--- src/rtl/gcd_control_fsm.sv ---
`default_nettype none
// ============================================================================
// gcd_control_fsm : control FSM for the 16-bit subtractive GCD datapath.
// Optional watchdog timeout enabled by defining GCD_WATCHDOG_EN.
// Revision: 1.0
// ============================================================================
module gcd_control_fsm #(
  parameter int MAX_ITER = 65535,
  parameter int CNT_W    = 16
) (
  input  logic clk,
  input  logic rst_n,
  input  logic start,
  input  logic in_valid,
  output logic in_ready,
  input  logic gt,
  input  logic lt,
  input  logic eq,
  output logic ldA,
  output logic ldB,
  output logic sel1,
  output logic sel2,
  output logic sel_in,
  output logic busy,
  output logic done,
  output logic err
);

  typedef enum logic [2:0] {
    S_IDLE   = 3'd0,
    S_LOAD_A = 3'd1,
    S_LOAD_B = 3'd2,
    S_RUN    = 3'd3,
    S_DONE   = 3'd4,
    S_ERR    = 3'd5
  } state_t;

  state_t           r_state;
  state_t           w_next;
  logic [CNT_W-1:0] r_cnt;
  logic             w_step;
  logic             w_cnt_clr;
  logic             w_timeout;

`ifdef GCD_WATCHDOG_EN
  assign w_timeout = (r_cnt >= CNT_W'(MAX_ITER));
`else
  assign w_timeout = 1'b0;
  // Counter is retained for debug visibility only in this build.
  logic unused_dbg;
  assign unused_dbg = (MAX_ITER != 0) ^ (^r_cnt);
`endif

  always_ff @(posedge clk or negedge rst_n) begin
    if (!rst_n) begin
      r_state <= S_IDLE;
    end else begin
      r_state <= w_next;
    end
  end

  always_comb begin
    w_next    = r_state;
    ldA       = 1'b0;
    ldB       = 1'b0;
    sel1      = 1'b0;
    sel2      = 1'b0;
    sel_in    = 1'b0;
    in_ready  = 1'b0;
    done      = 1'b0;
    w_step    = 1'b0;
    w_cnt_clr = 1'b0;
    case (r_state)
      S_IDLE: begin
        if (start) begin
          w_next    = S_LOAD_A;
          w_cnt_clr = 1'b1;
        end
      end
      S_LOAD_A: begin
        in_ready = 1'b1;
        sel_in   = 1'b1;
        if (in_valid) begin
          ldA    = 1'b1;
          w_next = S_LOAD_B;
        end
      end
      S_LOAD_B: begin
        in_ready = 1'b1;
        sel_in   = 1'b1;
        if (in_valid) begin
          ldB    = 1'b1;
          w_next = S_RUN;
        end
      end
      S_RUN: begin
        // eq wins over the timeout so a run finishing on the last step still completes.
        if (eq) begin
          w_next = S_DONE;
        end else if (w_timeout) begin
          w_next = S_ERR;
        end else if (gt) begin
          ldA    = 1'b1;
          sel2   = 1'b1;
          w_step = 1'b1;
        end else if (lt) begin
          ldB    = 1'b1;
          sel1   = 1'b1;
          w_step = 1'b1;
        end
      end
      S_DONE: begin
        done   = 1'b1;
        w_next = S_IDLE;
      end
      S_ERR: begin
        w_next = S_IDLE;
      end
      default: begin
        w_next = S_IDLE;
      end
    endcase
  end

  assign busy = (r_state != S_IDLE);

  always_ff @(posedge clk or negedge rst_n) begin
    if (!rst_n) begin
      r_cnt <= '0;
    end else if (w_cnt_clr) begin
      r_cnt <= '0;
    end else if (w_step && (r_cnt != '1)) begin
      r_cnt <= r_cnt + CNT_W'(1);
    end
  end

`ifdef GCD_WATCHDOG_EN
  logic r_err;

  always_ff @(posedge clk or negedge rst_n) begin
    if (!rst_n) begin
      r_err <= 1'b0;
    end else if (w_next == S_ERR) begin
      r_err <= 1'b1;
    end else if ((r_state == S_IDLE) && start) begin
      r_err <= 1'b0;
    end
  end

  assign err = r_err;
`else
  assign err = 1'b0;
`endif

endmodule
`default_nettype wire

--- config.mk ---
export PLATFORM = sky130hd
export DESIGN_NAME = gcd_control_fsm
export DESIGN_NICKNAME = d
export VERILOG_FILES = /design/src/rtl/gcd_control_fsm.sv
export SDC_FILE = /design/constraint.sdc
export NUM_CORES = 1
export LEC_CHECK = 0
export CORE_AREA = 2 2 39 41
export CTS_CLUSTER_SIZE = 16
export DETAILED_ROUTE_END_ITERATION = 10
export DIE_AREA = 0 0 41 43
export GPL_TIMING_DRIVEN = 0
export PLACE_DENSITY_LB_ADDON = 0.2
export SLEW_MARGIN = 40
export SYNTH_ARGS = -nofsm -noshare
export SYNTH_HDL_FRONTEND = slang
export SYNTH_SLANG_ARGS = --single-unit
--- constraint.sdc ---
create_clock -name clk -period 1.3 [get_ports clk]
set_clock_uncertainty 0.2 [all_clocks]
set_input_delay 0.39 -clock clk [delete_from_list [all_inputs] [get_ports clk]]
set_output_delay 0.39 -clock clk [all_outputs]
set_load 0.005 [all_outputs]
# Yosys cells after proc, flatten, opt, wreduce, memory -nomap -nowiden
# Cells that the tools add are included.
[classes]
mul = 0
addsub = 0
magnitude_cmp = 0
div_mod_pow = 0
eq_ne = 8
reduce_logical = 4
n_mux = 17
bitwise = 0
n_shift = 0
[ops]
columns = ["cell", "count"]
rows = [
  ["$mux 3", 4],
  ["$pmux 3 s4", 1],
  ["$mux 1", 10],
  ["$ne 2x2->1 const B", 4],
  ["$eq 3x2->1 const B", 2],
  ["$pmux 1 s2", 2],
  ["$reduce_and 4->1", 1],
  ["$eq 3x1->1 const B", 1],
  ["$eq 3x3->1 const B", 1],
  ["$logic_not 3->1", 1],
  ["$reduce_bool 3->1", 1],
  ["$reduce_or 2->1", 1],
]
[totals]
rom_bits = 0
ff_bits = 3
in_bits = 7
memories = 0
latch_bits = 0
ram_bits = 0

# Logic depth before layout (Yosys ltp)
# Gate-level depths: netlist of run 1.
[logic_depth]
depth_word = 4
depth_mapped = 4
ltp_nobuf = 3

# Least setup slack after synthesis of run 1
# OpenSTA, ideal clock, no wires.
[synth_path]
path_type = "register to output"
from = "reg r_state[1]"
to = "out sel_in"
arrival_time_ns = 0.877
path_stages_with_launch = 5
slack_ns = -0.167
path_cell_list = "dfrtp_1 > buf_2 > xnor2_1 > nor2_1 > buf_4"
[synth_between]
elab_chain_cells = 3
[synth_rtl]
columns = ["item", "line_no", "text"]
rows = [
  ["start, declared", "38", "state_t r_state;"],
  ["start signal, assigned", "58", "r_state <= w_next;"],
  ["$eq 3x2->1 / $eq 3x1->1 (equally long branches)", "n/a", ""],
  ["$reduce_or 2->1 (no source line) (*)", "n/a", ""],
  ["$mux 1 (*)", "n/a", ""],
  ["end, declared", "23", "output logic sel_in,"],
]
# Mark *: on every way between the ends. The rest lies on a longest branch, timed or not.

# Final worst setup path of run 1
[layout_path]
from = "reg r_state[1]"
to = "out ldA"
[layout_between]
elab_chain_cells = 2
[layout_rtl]
columns = ["item", "line_no", "text"]
rows = [
  ["$eq 3x2->1 / $eq 3x1->1 (equally long branches)", "n/a", ""],
  ["$pmux 1 s2 (*)", "73", "case (r_state)"],
  ["end, declared", "19", "output logic ldA,"],
]
# Marks and branches as above.

==> results.md, run 1 <==
* H-tree depth at 1
* DRT Wirelength at 759 um
* Fin crit share at 142%
* Area delta synth->final at 114%
* Total global routing track utilization at 10.7%
* VDD IR max at 589 uV
* Largest Register: r_state
* Reg2reg start: r_state[1]$_DFFE_PN0P_
* First-pass GRT wire length at between 1 and 1.5 mm
* Power per cell area at 2110 nW/um^2
* Core Area at 1380 sq um
* TritonCTS clock tree: built
* # DRC at 0
* Largest register FFs at 3
* Largest regs: r_state: 3 flops
* Crit path kind: reg2out
* Initial antenna violation count at 0
* Area contributors post-synth: dfrtp_1 29%, buf_4 5.9%, nand2_1 5.9%
* Final Hold Fails at 0
* Setup violations, final at 10
* Area leader, netlist: dfrtp_1
* CP max FO at 4
* Grt ovf at 0
* WP data arrival at 1.26 ns
* Fmax at around 0.54 GHz
* Failing checks: setup timing
* Antenna cells at 0
* Hold WS at 0.137 ns
* Row count at 14
* PnR worst setup slack at -0.546 ns
* Max-Cap Viols at 0
* Layout Nets at 69
* Number of synthesized flops with an enable pin at 0
* Crit path time final at 1.85 ns
* Worst-Skew Late Latency at about 0.23 ns
* R2r setup slk at -0.13 ns
* Die width at 41 um
* Worst path required time at 0.71 ns
* Post-Syn Nets at 40
* Routed Antenna Nets at 0
* Clock slew at reported path FFs at 0.04 ns
* Die Ht at 43 um
* Worst r2r dst: r_state[1]$_DFFE_PN0P_
* Pleak at approximately 0.28 nW
* Sequential share of the synthesized area at 29.4%
* Dpl hpwl at 457 um
* Pre-antenna DRT Iters at 2
* PortBufs at 14
* Share of cells above drive strength 1 at 62.3%
* Syn. warnings at 0
* Placer Congestion at 0.674
* Via/cell ratio at around 4.2
* FF+latch count, synth at 3
* Async SR Flop Fraction at 100%
* CTS buffer count at 3
* Cells after synthesis at 33
* CTS root buffer: clkbuf_4
* Netlist cell types at 21
* Synthesized cell area at around 260 sq um
* Boundary pin count at 16
* Clock sinks at 3
* Setup TNS at -3.87 ns
* Largest net degree at the start of global routing at 6
* Status: complete, but fails checks
* Crit path capture type: output pin
* Starting Density at 18.4%
* CTS Buffer Depth at 2
* Worst hold path class: in2async
* Hold buffers post-CTS at 0
* Depth of the worst register-to-register path at 4
* Vias at 327
* RSZ-0062 raised after global routing: true
* Number of global-route vias before repair at 309
* Crit start category: flip-flop
* DIE AREA at approximately 1800 sq um
* Avg Synthesized Cell Area at 7.73 sq um
* WL per Instance at between 9 and 10 um
* Most used DFF post-synth: dfrtp_1
* Fin. max-slew vios at 0
* Initial DRC Count at 3
* Post-synth top area share at just under 30%
[cells in the mapped netlist (2+ instances only)]
cell and instances:
a21oi_1 2, or3_1 2, nor2_1 2, nor3b_1 2, nor2b_1 2, buf_4 2
dfrtp_1 3, nand2_1 4, o22ai_1 2
[how the worst max path moves through the flow]
stage	startpoint	end	slack [ns]	cells past startpoint
2_1_floorplan	r_state[1]$_DFFE_PN0P_	sel_in	-0.14	4
4_1_cts	r_state[1]$_DFFE_PN0P_	ldA	-0.55	5
5_1_grt	r_state[0]$_DFFE_PN0P_	ldB	-0.60	5
6_report	r_state[1]$_DFFE_PN0P_	ldA	-0.55	4
3_3_place_gp	in_valid	ldA	-1.13	5
3_5_place_dp	in_valid	ldA	-1.10	5
[critical path, stage by stage (launching register included)]
cell     delay (ns)
dfrtp_2        0.44
buf_6          0.14
o22ai_2        0.13
nor3b_2        0.18
buf_2          0.13
[routing by layer]
metal | wire, um | GRT usage (%)
met4 | 0 | 8.00
met2 | 398 | 15.9
met1 | 319 | 11.9
met5 | 0 | 0
met3 | 41 | 3.14
[final cells by class]
cell class | count | area (sq um)
Buffer | 2 | 15.0
Clock buffer | 4 | 26.3
Inverter | 2 | 7.51
Timing Repair Buffer | 25 | 200
Fill cell | 149 | 838
Multi-Input combinational cell | 25 | 198
Tap cell | 16 | 20.0
Sequential cell | 3 | 78.8
[cell usage in the layout (no fill, tap or decap), types with 2 or more instances in the layout]
cell type and count:
buf_4 9, buf_2 7, buf_6 5, nand2_1 4, clkbuf_4 3, dlygate4sd2_1 3
clkdlybuf4s50_1 3, dfrtp_2 3, nor2b_4 2, a21oi_2 2
[metrics by stage]
| step | worst slack, ns | instances | total power [mW] | util, % | area (sq um) |
|---|---|---|---|---|---|
| detailed placement | -1.10 | 63 | 0.847 | 32.1 | 444 |
| finish | -0.546 | 77 | 1.15 | 39.4 | 546 |
| CTS | -0.550 | 77 | 1.14 | 38.8 | 537 |
| global route | -0.599 | 77 | 1.25 | 39.4 | 546 |
| global placement | -1.13 | 63 | 0.854 | 32.1 | 444 |
| floorplan | -0.140 | 33 | 0.573 | - | 284 |
[cells by family after synthesis]
family                 after synthesis  synth area share [%]
AND/OR/NAND/NOR                     17                  38.7
XOR/XNOR                             1                  3.43
other                                1                  1.47
flip-flops                           3                  29.4
multiplexers                         1                  3.92
buffers and inverters                5                  10.8
AO/OA/AOI/OAI                        5                  12.3
[report_power, final]
group          internal [mW]  switching, mW
registers              0.138         0.0585
logic                  0.500          0.288
clock network          0.115         0.0490
total                  0.753          0.395
[repair_timing]
item	in CTS	in global routing
setup endpoints to repair	10	10
resized for setup	43	3
pin swaps	8	2
buffers inserted	10	1
(Power assumes the default switching activity.)
==> run 2, diff against run 1 <==
--- a/config.mk
+++ b/config.mk
@@ -15,3 +15,4 @@
 export SYNTH_ARGS = -nofsm -noshare
 export SYNTH_HDL_FRONTEND = slang
 export SYNTH_SLANG_ARGS = --single-unit
+export TNS_END_PERCENT = 5
==> results.md, run 2 (same netlist as run 1, synthesis figures left out) <==
* Crit path time final at 1.85 ns (+0.00773 ns)
* WL per Instance at 9.78 um (-0.74%)
* P_sw at 390 uW (-1.4%)
* DIE AREA at 1760 sq um (unchanged)
* Crit path capture type: output pin
* Fin crit share at 143% (+0.59 points)
* DRT Wirelength at 724 um (-4.6%)
* Clock slew at reported path FFs at 0.04 ns (about the same)
* Crit path kind: reg2out
* Clock sinks at 3 (unchanged)
* Worst-Skew Late Latency at 0.23 ns (about the same)
* Pre-antenna DRT Iters at 2 (unchanged)
* Vias at 316 (-3.4%)
* VDD IR max at 572 uV (-2.9%)
* Setup TNS at -3.74 ns (+0.127 ns)
* Fillers at 147 (-1.3%)
* Worst hold path class: in2async
* Fin cells at 74 (-3.9%)
* Largest regs: r_state: 3 flops
* Initial antenna violation count at 0 (unchanged)
* CTS buffer count at 3 (unchanged)
* TritonCTS clock tree: built
* Most frequent cells in the layout: 7 x buf_2, 6 x buf_6, 5 x buf_4
* Initial DRC Count at 5 (+2)
* Dpl hpwl at 450 um (-1.5%)
* Logic pwr share at 70.0% (+1.4 points)
* Combined area of the multi-input logic cells at 191 sq um (-3.2%)
* Die width at 41 um (unchanged)
* Setup violations, final at 10 (unchanged)
* Largest Register: r_state
* Placer Congestion at 0.688 (+2.0%)
* Worst Path Buf+Inv at 3 (+1)
* Commonest non-fill, non-tap cell in the layout: buf_2
* CP max FO at 6 (+2)
* Antenna cells at 0 (unchanged)
* Worst slack, placed at -1.09 ns (+0.00695 ns)
* Clock share of power at 14.9% (+0.6 points)
* Crit-path slowest cell: dfrtp_1
* Hold buffers post-CTS at 0 (unchanged)
* Max incr delay on CP at 0.36 ns (-0.08 ns)
* RSZ-0062 raised after global routing: true
* Fmax at 0.539 GHz (-0.42%)
* CTS root buffer: clkbuf_4
* # DRC at 0 (unchanged)
* Failing checks: setup timing
* Grt ovf at 0 (unchanged)
* PnR worst setup slack at -0.554 ns (-0.00773 ns)
* Area delta synth->final at 103%
* Critical-path cell list: buf_6 -> buf_6 -> o22ai_1 -> nor3b_2 -> buf_2
* Die Ht at 43 um (unchanged)
* Final Hold Fails at 0 (unchanged)
* Starting Density at 18.4% (unchanged)
* Layout Nets at 66 (-4.3%)
* Largest delay contributor family on the critical path: buffers and inverters
* H-tree depth at 1 (unchanged)
* P_int at 723 uW (-4.0%)
* Core Area at 1380 sq um (unchanged)
* Routed Antenna Nets at 0 (unchanged)
* Share of cells above drive strength 1 at 58.6% (-3.7 points)
* Largest register FFs at 3 (unchanged)
* WP data arrival at 1.26 ns (about the same)
* Dpl cells at 63 (unchanged)
* Hold WS at 0.135 ns (-0.00178 ns)
* Number of global-route vias before repair at 319 (+3.2%)
* Seq pwr share at 15.2% (-1.9 points)
* Fin. max-slew vios at 0 (unchanged)
* Worst path required time at 0.71 ns (about the same)
* Reg area at 77.6 sq um (-1.6%)
* Max-Cap Viols at 0 (unchanged)
* Pleak at 0.259 nW (-7.2%)
* Largest net degree at the start of global routing at 7 (+1)
* Total global routing track utilization at 9.94% (-0.71 points)
* Most used cell along the critical path: buf_6
* CTS Buffer Depth at 2 (unchanged)
* Boundary pin count at 16 (unchanged)
* Via/cell ratio at 4.27 (+0.55%)
* Crit start category: flip-flop
* Power per cell area at 2140 nW/um^2 (+1.8%)
* PortBufs at 14 (unchanged)
* Switching Share at 35.0% (+0.59 points)
* First-pass GRT wire length at 1.15 mm (-6.2%)
* Row count at 14 (unchanged)
* Status: complete, but fails checks
## run 2: layout make-up
cell class                 count  area share [%]
buffer                         3            5.06
multi-input combinational     25            36.9
tap                           16            3.86
inverter                       2            1.45
clock buffer                   4            5.06
timing repair buffer          21            32.8
sequential                     3            14.9
## run 2: final timing paths
check / start / end / slack (ns) / cells past startpoint
worst max-delay path: r_state[1]$_DFFE_PN0P_ / ldA / -0.55 / 5
worst min-delay path: rst_n / r_state[1]$_DFFE_PN0P_ / 0.14 / 1
worst max register to register: r_state[1]$_DFFE_PN0P_ / r_state[1]$_DFFE_PN0P_ / -0.03 / 4
worst min register to register: r_state[2]$_DFFE_PN0P_ / r_state[1]$_DFFE_PN0P_ / 0.36 / 2
max in group asynchronous: rst_n / r_state[0]$_DFFE_PN0P_ / 0.61 / 1
min in group clk: r_state[2]$_DFFE_PN0P_ / r_state[1]$_DFFE_PN0P_ / 0.36 / 2
## run 2: metrics by stage
stage	utilization (%)	power [mW]	area [sq um]
final	37.5	1.11	519
after CTS	36.7	1.10	508
after global placement	31.8	0.845	440
after global routing	37.5	1.21	519
after floorplan	-	0.567	280
after detailed placement	31.8	0.845	440
## run 2: metal layers
layer	up-vias	part of all wire (%)	GRT usage [%]
met2	12	49	15.6
met5	-	0	0
li1	158	-	-
met4	0	2.3	8.00
met1	144	43	10.9
met3	2	5.8	1.57
## run 2: timing repair
| item | in CTS | in global routing |
|---|---|---|
| gates resized for setup | 43 | 1 |
| setup buffers | 6 | 1 |
| cloned | 0 | 0 |
| pin swaps | 7 | 0 |
| setup endpoints to repair | 10 | 10 |
| hold endpoints to repair | 0 | 0 |
## run 2: power groups by stage
stage	Combinational, mW	Sequential (mW)	Clock [mW]
global placement	0.656	0.188	0
detailed placement	0.655	0.190	0
floorplan	0.389	0.177	0
finish	0.779	0.169	0.166
global route	0.853	0.173	0.187
CTS	0.745	0.177	0.173
==> run 3, diff against run 2 <==
--- a/config.mk
+++ b/config.mk
@@ -5,10 +5,12 @@
 export SDC_FILE = /design/constraint.sdc
 export NUM_CORES = 1
 export LEC_CHECK = 0
+export ABC_AREA = 1
 export CORE_AREA = 2 2 39 41
 export CTS_CLUSTER_SIZE = 16
 export DETAILED_ROUTE_END_ITERATION = 10
 export DIE_AREA = 0 0 41 43
+export DONT_BUFFER_PORTS = 1
 export GPL_TIMING_DRIVEN = 0
 export PLACE_DENSITY_LB_ADDON = 0.2
 export SLEW_MARGIN = 40
==> results.md, run 3 <==
* Status: complete, but fails checks
* Clock share of power at 16.5% (+1.6 points)
* Grt ovf at 0 (unchanged)
* Power per cell area at 2370 nW/um^2 (+11%)
* Clock sinks at 3 (unchanged)
* Hold WS at 0.109 ns (-0.0258 ns)
* WP data arrival at 1.08 ns (-0.18 ns)
* Post-Syn Nets at 46 (+15%)
* Placed Area at 275 sq um (-37%)
* Crit path time final at 1.67 ns (-0.181 ns)
* Most frequent cells after synthesis: 8 x inv_1, 6 x nand2_1, 5 x nand2_2
* Total global routing track utilization at 7.13% (-2.8 points)
* Worst r2r dst: r_state[2]$_DFFE_PN0P_
* Boundary pin count at 16 (unchanged)
* Sequential share of the synthesized area at 29.9% (+0.44 points)
* Largest register FFs at 3 (unchanged)
* Initial DRC Count at 8 (+3)
* Post-synth top area share at 29.9% (+0.44 points)
* Layout Nets at 55 (-17%)
* Reg area at 78.8 sq um (+1.6%)
* Area leader, netlist: dfrtp_1
* Switching Share at 43.8% (+8.8 points)
* Starting Density at 18.2% (-0.27 points)
* Netlist cell types at 15 (-29%)
* Logic pwr share at 62.2% (-7.8 points)
* CTS root buffer: clkbuf_4
* Fin. max-slew vios at 0 (unchanged)
* Dpl hpwl at 451 um (+0.27%)
* WL per Instance at 9.25 um (-5.4%)
* Most frequent cells in the layout: 7 x inv_1, 6 x nand2_2
* P_int at 531 uW (-27%)
* Cells after synthesis at 39 (+18%)
* Avg Synthesized Cell Area at 6.45 sq um (-17%)
* Max-Cap Viols at 0 (unchanged)
* Worst hold start: in_valid
* Via/cell ratio at 4.13 (-3.4%)
* Commonest non-fill, non-tap cell in the layout: inv_1
* DRT Wirelength at 583 um (-19%)
* Worst-Skew Late Latency at 0.23 ns (about the same)
* Seq pwr share at 21.2% (+6.0 points)
* Post-route cell area at 399 sq um (-23%)
* Vias at 260 (-18%)
* Most used DFF post-synth: dfrtp_1
* Combined area of the multi-input logic cells at 181 sq um (-5.2%)
* Fillers at 159 (+8.2%)
* Number of global-route vias before repair at 234 (-27%)
* Pre-antenna DRT Iters at 3 (+1)
* Core Area at 1380 sq um (unchanged)
* Worst path required time at 0.71 ns (about the same)
* Largest net degree at the start of global routing at 5 (-2)
* CTS buffer count at 3 (unchanged)
* Area delta synth->final at 58.7%
* CTS Buffer Depth at 2 (unchanged)
* Number of synthesized flops with an enable pin at 0 (unchanged)
* Min-Delay Endpoint: r_state[1]$_DFFE_PN0P_
* PnR worst setup slack at -0.373 ns (+0.181 ns)
* Routed Antenna Nets at 0 (unchanged)
* Share of cells above drive strength 1 at 57.4% (-1.2 points)
* Depth of the worst register-to-register path at 6 (+2)
* Initial antenna violation count at 0 (unchanged)
* P_sw at 415 uW (+6.4%)
* Largest regs: r_state: 3 flops
* Crit path capture type: output pin
* Failing checks: setup timing
* FF+latch count, synth at 3 (unchanged)
* Pleak at 0.206 nW (-21%)
* Setup violations, final at 11 (+1)
* Synthesized cell area at 251 sq um (-1.5%)
* Crit path kind: reg2out
* Final Hold Fails at 0 (unchanged)
* Die width at 41 um (unchanged)
* Largest Register: r_state
* Syn. warnings at 0 (unchanged)
* DIE AREA at 1760 sq um (unchanged)
* CP max FO at 4 (-2)
* Die Ht at 43 um (unchanged)
* Fmax at 0.598 GHz (+11%)
* Reg2reg start: r_state[2]$_DFFE_PN0P_
* First-pass GRT wire length at 855 um (-26%)
* PortBufs at 0 (-14)
* VDD IR max at 562 uV (-1.8%)
* Async SR Flop Fraction at 100% (unchanged)
* R2r setup slk at -0.05 ns (-0.02 ns)
* Antenna cells at 0 (unchanged)
* H-tree depth at 1 (unchanged)
* Clock slew at reported path FFs at 0.03 ns (about the same)
* TritonCTS clock tree: built
* Setup TNS at -2.61 ns (+1.13 ns)
* Placer Congestion at 0.672 (-2.2%)
* Hold depth at 2
* Most instantiated library cell after synthesis: inv_1
* Crit start category: flip-flop
* # DRC at 0 (unchanged)
* Fin crit share at 129% (-14 points)
* Area contributors post-synth: dfrtp_1 30%, nand2_2 12%, inv_1 12%
* RSZ-0062 raised after global routing: true
* Row count at 14 (unchanged)
* Worst hold path class: in2reg
run 3: logic make-up (layout without fill, tap and decap cells):
group | Yosys count | in the layout | share of synthesized area (%)
and+or+nand+nor | 21 | 21 | 42.8
buffers and inverters | 11 | 19 | 19.4
DFF | 3 | 3 | 29.8
other | 1 | 1 | 1.49
AOI/OAI and AO/OA | 3 | 3 | 6.47
run 3: timing repair:
action	in CTS	in global routing
hold buffers	1	0
gates resized for setup	10	9
endpoints found under the hold margin	3	0
endpoints found under the setup margin	10	11
buffers inserted	3	0
pin swaps	7	5
run 3: stage by stage:
step           power, mW  util [%]  std cells  setup WS [ns]
5_1_grt             1.04      28.8         63         -0.430
4_1_cts            0.887      26.9         63         -0.402
6_report           0.946      28.8         63         -0.373
2_1_floorplan      0.483         -         39         -0.131
3_3_place_gp       0.549      19.9         55         -0.246
3_5_place_dp       0.546      19.9         55         -0.238
run 3: worst max-delay path, stage by stage (launching register included):
cell     delay (ns)
dfrtp_2        0.43
inv_1          0.12
nand3_4        0.10
nand2_4        0.10
buf_6          0.09
run 3: power by group through the flow:
stage	clock [mW]	combinational [mW]	sequential, mW
final	0.156	0.588	0.201
after global routing	0.177	0.655	0.207
after CTS	0.161	0.543	0.183
after detailed placement	0	0.369	0.177
after global placement	0	0.369	0.180
after floorplan	0	0.316	0.167
run 3: cell type report:
cell class / count / share of cell area (%)
multi-input combinational: 25 / 45.5
sequential: 3 / 19.7
timing repair buffer: 4 / 10.0
inverter: 9 / 8.46
clock buffer: 4 / 6.58
tap: 16 / 5.02
buffer: 2 / 4.70
run 3: worst max path at each step:
stage,slack [ns],startpoint,endpoint
2_1_floorplan,-0.13,r_state[2]$_DFFE_PN0P_,sel_in
3_3_place_gp,-0.25,r_state[2]$_DFFE_PN0P_,sel_in
3_5_place_dp,-0.24,r_state[2]$_DFFE_PN0P_,sel_in
4_1_cts,-0.40,r_state[0]$_DFFE_PN0P_,ldB
5_1_grt,-0.43,r_state[0]$_DFFE_PN0P_,ldB
6_report,-0.37,r_state[2]$_DFFE_PN0P_,sel_in
run 3: metal layers:
metal	up-vias	part of all wire, %	global-route usage [%]
met2	7	56	11.3
met3	0	6.3	1.05
met5	-	0	0
met4	0	0	6.00
li1	132	-	-
met1	121	38	7.72
